## config.mk

```make
export PLATFORM = sky130hd
export DESIGN_NAME = pc_sequencer
export DESIGN_NICKNAME = d
export VERILOG_FILES = /design/src/rtl/pc_seq_pkg.sv /design/src/rtl/pc_sequencer_adder.sv /design/src/rtl/pc_sequencer.sv
export SDC_FILE = /design/constraint.sdc
export NUM_CORES = 1
export LEC_CHECK = 0
export BUFFER_PORTS_ARGS = -buffer_cell sky130_fd_sc_hd__buf_2
export CORE_UTILIZATION = 44
export CTS_CLUSTER_DIAMETER = 60
export DETAILED_ROUTE_END_ITERATION = 10
export GPL_TIMING_DRIVEN = 1
export PLACE_DENSITY_LB_ADDON = 0.12
export SETUP_SLACK_MARGIN = 0.05
export SLEW_MARGIN = 30
export SYNTH_ARGS = -nofsm -noshare
export SYNTH_HDL_FRONTEND = slang
export SYNTH_SLANG_ARGS = --single-unit
```

## constraint.sdc

```tcl
create_clock -name clk -period 1.69 [get_ports clk]
set_input_delay 0.169 -clock clk [delete_from_list [all_inputs] [get_ports clk]]
set_output_delay 0.169 -clock clk [all_outputs]
set_load 0.005 [all_outputs]
```

## src/rtl/pc_seq_pkg.sv

```systemverilog
// Shared types and constants for the fetch-stage PC sequencer.
package pc_seq_pkg;

  localparam logic [31:0] RESET_VECTOR_DEFAULT = 32'h0000_0000;
  localparam logic [31:0] TRAP_VECTOR_DEFAULT  = 32'h0000_0100;
  localparam logic [31:0] INSTR_BYTES          = 32'd4;

  typedef enum logic [1:0] {
    ST_BOOT,
    ST_REQ,
    ST_HOLD,
    ST_DRAIN
  } seq_state_e;

endpackage

```

## src/rtl/pc_sequencer_adder.sv

```systemverilog
// Sequential-PC incrementer: PC + INSTR_BYTES, wrapping modulo 2^32.
module pc_sequencer_adder
  import pc_seq_pkg::*;
(
  input  logic [31:0] pc_i,
  output logic [31:0] pc_next_o
);

  assign pc_next_o = pc_i + INSTR_BYTES;

endmodule

```

## src/rtl/pc_sequencer.sv

```systemverilog
// Fetch-stage controller: owns the PC, issues one imem request at a time and
// arbitrates trap / branch / hold / sequential next-PC sources.
module pc_sequencer
  import pc_seq_pkg::*;
#(
  parameter logic [31:0] RESET_VECTOR = RESET_VECTOR_DEFAULT,
  parameter logic [31:0] TRAP_VECTOR  = TRAP_VECTOR_DEFAULT
) (
  input  logic        clk,
  input  logic        rst_n,
  input  logic        stall_i,
  input  logic        br_taken_i,
  input  logic [31:0] br_target_i,
  input  logic        trap_i,
  output logic        imem_req_o,
  output logic [31:0] imem_addr_o,
  input  logic        imem_ready_i,
  output logic        if_valid_o,
  output logic [31:0] if_pc_o,
  output logic        flush_o,
  output logic        misalign_o
);

  seq_state_e  state_q, state_d;
  logic [31:0] pc_q, pc_d;
  logic [31:0] pc_plus4;
  logic        redirect;
  logic        misaligned;
  logic        outstanding;

  pc_sequencer_adder u_adder (
    .pc_i      (pc_q),
    .pc_next_o (pc_plus4)
  );

  // Redirects are ignored while booting; a trap always outranks a branch.
  assign redirect    = (state_q != ST_BOOT) && (trap_i || br_taken_i);
  assign misaligned  = redirect && !trap_i && br_taken_i && (br_target_i[1:0] != 2'b00);
  assign outstanding = ((state_q == ST_REQ) || (state_q == ST_DRAIN)) && !imem_ready_i;

  // NOTE: every signal driven here gets a default first, so no path leaves one unassigned and no latch is inferred.
  always_comb begin
    state_d    = state_q;
    pc_d       = pc_q;
    imem_req_o = 1'b0;
    if_valid_o = 1'b0;
    flush_o    = 1'b0;
    misalign_o = 1'b0;

    unique case (state_q)
      ST_BOOT: state_d = ST_REQ;
      ST_REQ: begin
        imem_req_o = 1'b1;
        if (imem_ready_i) begin
          if_valid_o = 1'b1;
          if (stall_i) state_d = ST_HOLD;
          else         pc_d    = pc_plus4;
        end
      end
      ST_HOLD: begin
        if_valid_o = 1'b1;
        if (!stall_i) begin
          pc_d    = pc_plus4;
          state_d = ST_REQ;
        end
      end
      ST_DRAIN: begin
        if (imem_ready_i) state_d = ST_REQ;
      end
      default: state_d = ST_BOOT;
    endcase

    // A redirect overrides the stall/sequential decision made above.
    if (redirect) begin
      flush_o    = 1'b1;
      if_valid_o = 1'b0;
      misalign_o = misaligned;
      pc_d       = (trap_i || misaligned) ? TRAP_VECTOR : br_target_i;
      state_d    = outstanding ? ST_DRAIN : ST_REQ;
    end
  end

  // NOTE: state registers use non-blocking assignments so all flops sample pre-edge values together.
  always_ff @(posedge clk or negedge rst_n) begin
    if (!rst_n) begin
      state_q <= ST_BOOT;
      pc_q    <= RESET_VECTOR;
    end else begin
      state_q <= state_d;
      pc_q    <= pc_d;
    end
  end

  assign imem_addr_o = pc_q;
  assign if_pc_o     = pc_q;

endmodule
```

* After elaboration in Yosys (flattened, before gate mapping)
Index checks and enable logic that the tools add are counted.
** Word-level totals
- Input bits :: 38
- Output and inout bits :: 68
- Register bits :: 34
** Operators by class
- Reductions and logical operators :: 16
- Equality and inequality tests :: 7
- $add $sub $neg :: 1
- Mux-type cells :: 18
** Operators with widths (number)
- $mux W32 :: 4
- $pmux W32 S2 :: 1
- $add A32 B3 Y32 const B :: 1
- $mux W2 :: 6
- $ne A3 B3 Y1 const B :: 4
- $pmux W2 S4 :: 1
- $logic_and A1 B1 Y1 :: 5
- $mux W1 :: 5
- $eq A2 B2 Y1 const B :: 2
- $reduce_and A4 Y1 :: 1
- $reduce_bool A2 Y1 :: 2
- $logic_or A1 B1 Y1 :: 3
- $reduce_bool A3 Y1 :: 1
- $eq A2 B1 Y1 const B :: 1
- $logic_not A1 Y1 :: 2
- $logic_not A2 Y1 :: 1
- $pmux W1 S2 :: 1
- $reduce_and A2 Y1 :: 1

* Logic depth before layout (Yosys ltp)
- Word-level depth :: 8
- Mapped depth :: 8
- Mapped depth without buffers :: 7

* Modules after synthesis
Synthesis repeated with hierarchy kept, for this count alone.
** Unflattened totals
- Cells, all modules :: 329
- Area total of the unflattened synthesis :: 2733.9 um2
** By module, submodules not included
- pc_sequencer :: instances 1, cells an instance 246, area an instance 2153.3 um2
- pc_sequencer_adder :: instances 1, cells an instance 83, area an instance 580.6 um2

* Worst setup path before layout
No wires, ideal clock.
- Kind :: reg-to-reg
- From :: reg state_q[0]
- To :: reg pc_q[31] (netlist: if_pc_o[31])
- Clock period less this slack :: 1853 ps
- Buffers on the path :: 0
- Arrival :: 1759 ps
- Cell stages (with the launch flop) :: 8
- Library setup time :: 94 ps
- Slack :: -163 ps
- Cell sequence :: dfrtp_1 > inv_1 > ha_1 > or3b_4 > nor3_4 > a21oi_1 > a211o_1 > a211oi_1
** On the way
- Word-level cells in the longest chain between the ends :: 8
- Elaborated cells between the ends (all ways) :: 14
- Classes of those cells :: eq/ne: 3; mux: 3; reduce/logical: 8
** RTL lines
- start: declaration :: line pc_sequencer.sv:24 : seq_state_e state_q, state_d;
- start signal: assignment :: line pc_sequencer.sv:89 : state_q <= state_d;
- $reduce_bool A2 Y1 :: line pc_sequencer.sv:37 : assign redirect = (state_q != ST_BOOT) && (trap_i || br_taken_i);
- $logic_and A1 B1 Y1 :: line pc_sequencer.sv:37
- $logic_and A1 B1 Y1 (3 in series) :: line pc_sequencer.sv:38 : assign misaligned = redirect && !trap_i && br_taken_i && (br_target_i[1:0] != 2'b00);
- $logic_or A1 B1 Y1 :: line pc_sequencer.sv:78 : pc_d = (trap_i || misaligned) ? TRAP_VECTOR : br_target_i;
- $mux W32 :: line pc_sequencer.sv:78
- $mux W32 :: line pc_sequencer.sv:74 : if (redirect) begin
- end signal: assignment :: line pc_sequencer.sv:90 : pc_q <= pc_d;
- end: declaration :: line pc_sequencer.sv:25 : logic [31:0] pc_q, pc_d;
Several ways; a longest one is shown, not always the timed one.
A chain may end at the register's enable or synchronous reset.

* Worst setup path after layout
Same ends and word-level chain as after synthesis.

==> out/metrics.cfg <==
[synthesis]
ys_top_cells_by_count = 37 x nand2_1, 34 x dfrtp_1, 33 x buf_4
yosysWarnings = 0
synth_top_cell_by_area = dfrtp_1
ys_ff_latch = 34
yosysTopAreaCellShare_pct = 33.5
synth_flop_cell = dfrtp_1
synthArstFlopShare_pct = 100
ys_seq_area_share_pct = 33.5
yosysMostFrequentCell = nand2_1
syn_nets = 329
syn_area_per_cell_um2 = 8.87
synthCells = 286
synth_enable_flop_cells = 0
syn-cell-area_mm2 = 0.00254
yosys-top-cells-area = dfrtp_1 34%, buf_4 9.8%, nand2_1 5.5%
synth.distinct_cells = 57

[routing]
via_per_inst = 5.25
routed_wl_um = 7600
dr_wl_met2_um = 3840
dr_wl_met3_um = 332
met1_length_um = 3340
antenna_left = 0
dr.max_layer_used = met4
vias = 2614
avgRoutedWirePerCell_um = 15.3
first_pass_iters = 4
drcViolationCount = 0
drtIter0Drc = 79

[clock_network]
clock_latency_ns = 0.29
cts_tree = done
clk_path_buf_depth = 2
htree_levels = 2
cts_root_buf = clkbuf_8
clk_pin_slew_ns = 0.07
numCtsBuffers = 5
cts_sinks = 34

[timing]
fmax_mhz = 530
setup_violations = 33
slew_viol_final = 0
fin_skew_ns = 0.00675
rsz0062_at_grt = yes
setup_ws_ns = -0.198
fin_tns_setup_ns = -2.86
relSlewSlack_pct = 68.5
worst_slew_pin_slew_ns = 0.472
min_period_ns = 1.89
hold_slack_ns = 0.0876
min_period_over_period_pct = 112
final_hold_viol_count = 0

[run_status]
outcome = finished with violations
violations = negative setup slack

[layout]
instances_no_fill = 498
regArea_um2 = 852
diodes = 0
stdcell_area_mm2 = 0.00370
area_delta_synth_final_pct = 46.0
fillers = 504
multi_input_area_mm2 = 0.00152
drive_above_1_share_pct = 54.0
layout.nets = 468

[run]
drv_cap = 0

[place]
place.gp.congestion = 0.799
portBuffers = 105
hpwl_um = 5400
post-place-cells = 476
place_area_mm2 = 0.00328

[critical_path]
cpMaxStageDelayCell = dfrtp_2
critPathBufInv = 2
criticalPathCategory = flip-flop to flip-flop
critPathTopFamily = simple AND/OR/NAND/NOR gates
startpoint_type = flip-flop
critPathRequiredTime_ns = 1.89
cp_slowest_stage_delay_ns = 0.42
worstPathArrival_ns = 2.09
crit_path_max_fanout = 7
path_cells = inv_4 -> ha_4 -> or3b_4 -> nor3_4 -> buf_12 -> a21oi_1 -> a211o_1 -> a211oi_2
cp-end-kind = flip-flop
r2r_slack_ns = -0.20

[floorplan]
rows = 27
io_pins = 106
die_y_um = 77.9
die_area_mm2 = 0.00607
die_w_um = 77.9
initial_utilization_pct = 45.8
core_area_mm2 = 0.00554

[grt]
grt.total_usage_pct = 24.2
grt-ovfl-total = 0
grt_first_pass_wirelength_um = 11400
antenna_found_initial = 0
grt_start_max_net_pins = 35
grt_pass1_vias = 2352

[power]
ir_drop_v = 0.000365
leakage_nw = 1.90
pwr_density_cell_mw_per_mm2 = 664

[hold_path]
worstHoldPathType = input pin to flip-flop

## final timing paths
kind,from,end,cells after the start
setup / recovery,state_q[0],if_pc_o[31],8
hold / removal,br_target_i[30],if_pc_o[30],3
setup reg to reg,state_q[0],if_pc_o[31],8
hold reg to reg,if_pc_o[0],if_pc_o[0],1
max in group asynchronous,rst_n,state_q[0],3
min in group asynchronous,rst_n,if_pc_o[3],3
## area by class of cell
cell class	instances	area share, %
multi-input combinational	205	40.9
tap	72	2.43
timing repair buffer	172	29.8
inverter	7	0.912
clock buffer	8	2.97
sequential	34	23.0
## cells by family (layout without fill, tap and decap cells)
family	after synthesis	after routing	share of synthesized area [%]
multiplexers	2	2	0.937
adder cells (fa/ha/maj)	5	5	2.47
flip-flops	34	34	33.5
AO/OA/AOI/OAI	61	61	14.5
buffers and inverters	49	187	13.6
XOR/XNOR	16	16	5.53
AND/OR/NAND/NOR	119	121	29.5
## flip-flops by register name, indices dropped and copies added, names as in the netlist
| register | count |
|---|---|
| if_pc_o | 32 |
| state_q | 2 |
## metal layers
metal	vias up	GRT usage (%)
li1	1266	-
met1	1272	31.5
met2	70	41.9
met3	6	3.41
met4	0	6.11
met5	-	0
## where the power goes
group	total, mW	leakage (nW)	internal (mW)	switching [mW]
sequential	0.898	0.457	0.856	0.0422
clock	0.723	0.0575	0.412	0.311
combinational	0.837	1.39	0.422	0.416
total	2.46	1.90	1.69	0.769
## per-stage QoR
step	power, mW	setup slack, ns	util (%)
2_1_floorplan	1.28	-0.149	-
5_1_grt	2.57	-0.248	66.8
3_5_place_dp	1.58	-0.300	59.1
3_3_place_gp	1.57	-0.242	59.1
4_1_cts	2.36	-0.194	62.9
6_report	2.46	-0.198	66.8
## layout by cell type, fill, tap and decap left out, types with 3 or more instances in the layout
cell type,instances
o21ai_0,8
nand4_1,7
buf_12,3
buf_6,7
clkbuf_8,8
nor2_1,14
xor2_1,9
nand2_4,3
buf_4,55
a21oi_2,4
nand2_1,33
nand3_1,14
and4_1,3
and3_1,4
buf_2,105
o21ai_1,18
or3_1,4
xnor2_1,6
nor3_2,3
a21oi_1,12
inv_1,4
dfrtp_1,33
nor3_4,5
and2_1,5
## worst reg2reg max path, stage by stage, from the launching register on
cell and delay (ns):
dfrtp_2 0.42, inv_4 0.06, ha_4 0.15, or3b_4 0.39, nor3_4 0.16, buf_12 0.15, a21oi_1 0.06, a211o_1 0.24
a211oi_2 0.18
## what timing repair did
item | 4_1_cts | 5_1_grt
hold buffers | 1 | 0
setup buffers | 3 | 7
setup endpoints to repair | 35 | 35
hold endpoints to repair | 34 | 0
pin swaps | 13 | 14
cloned | 0 | 4
resized for setup | 24 | 34
Power figures use the tool's default switching activity.
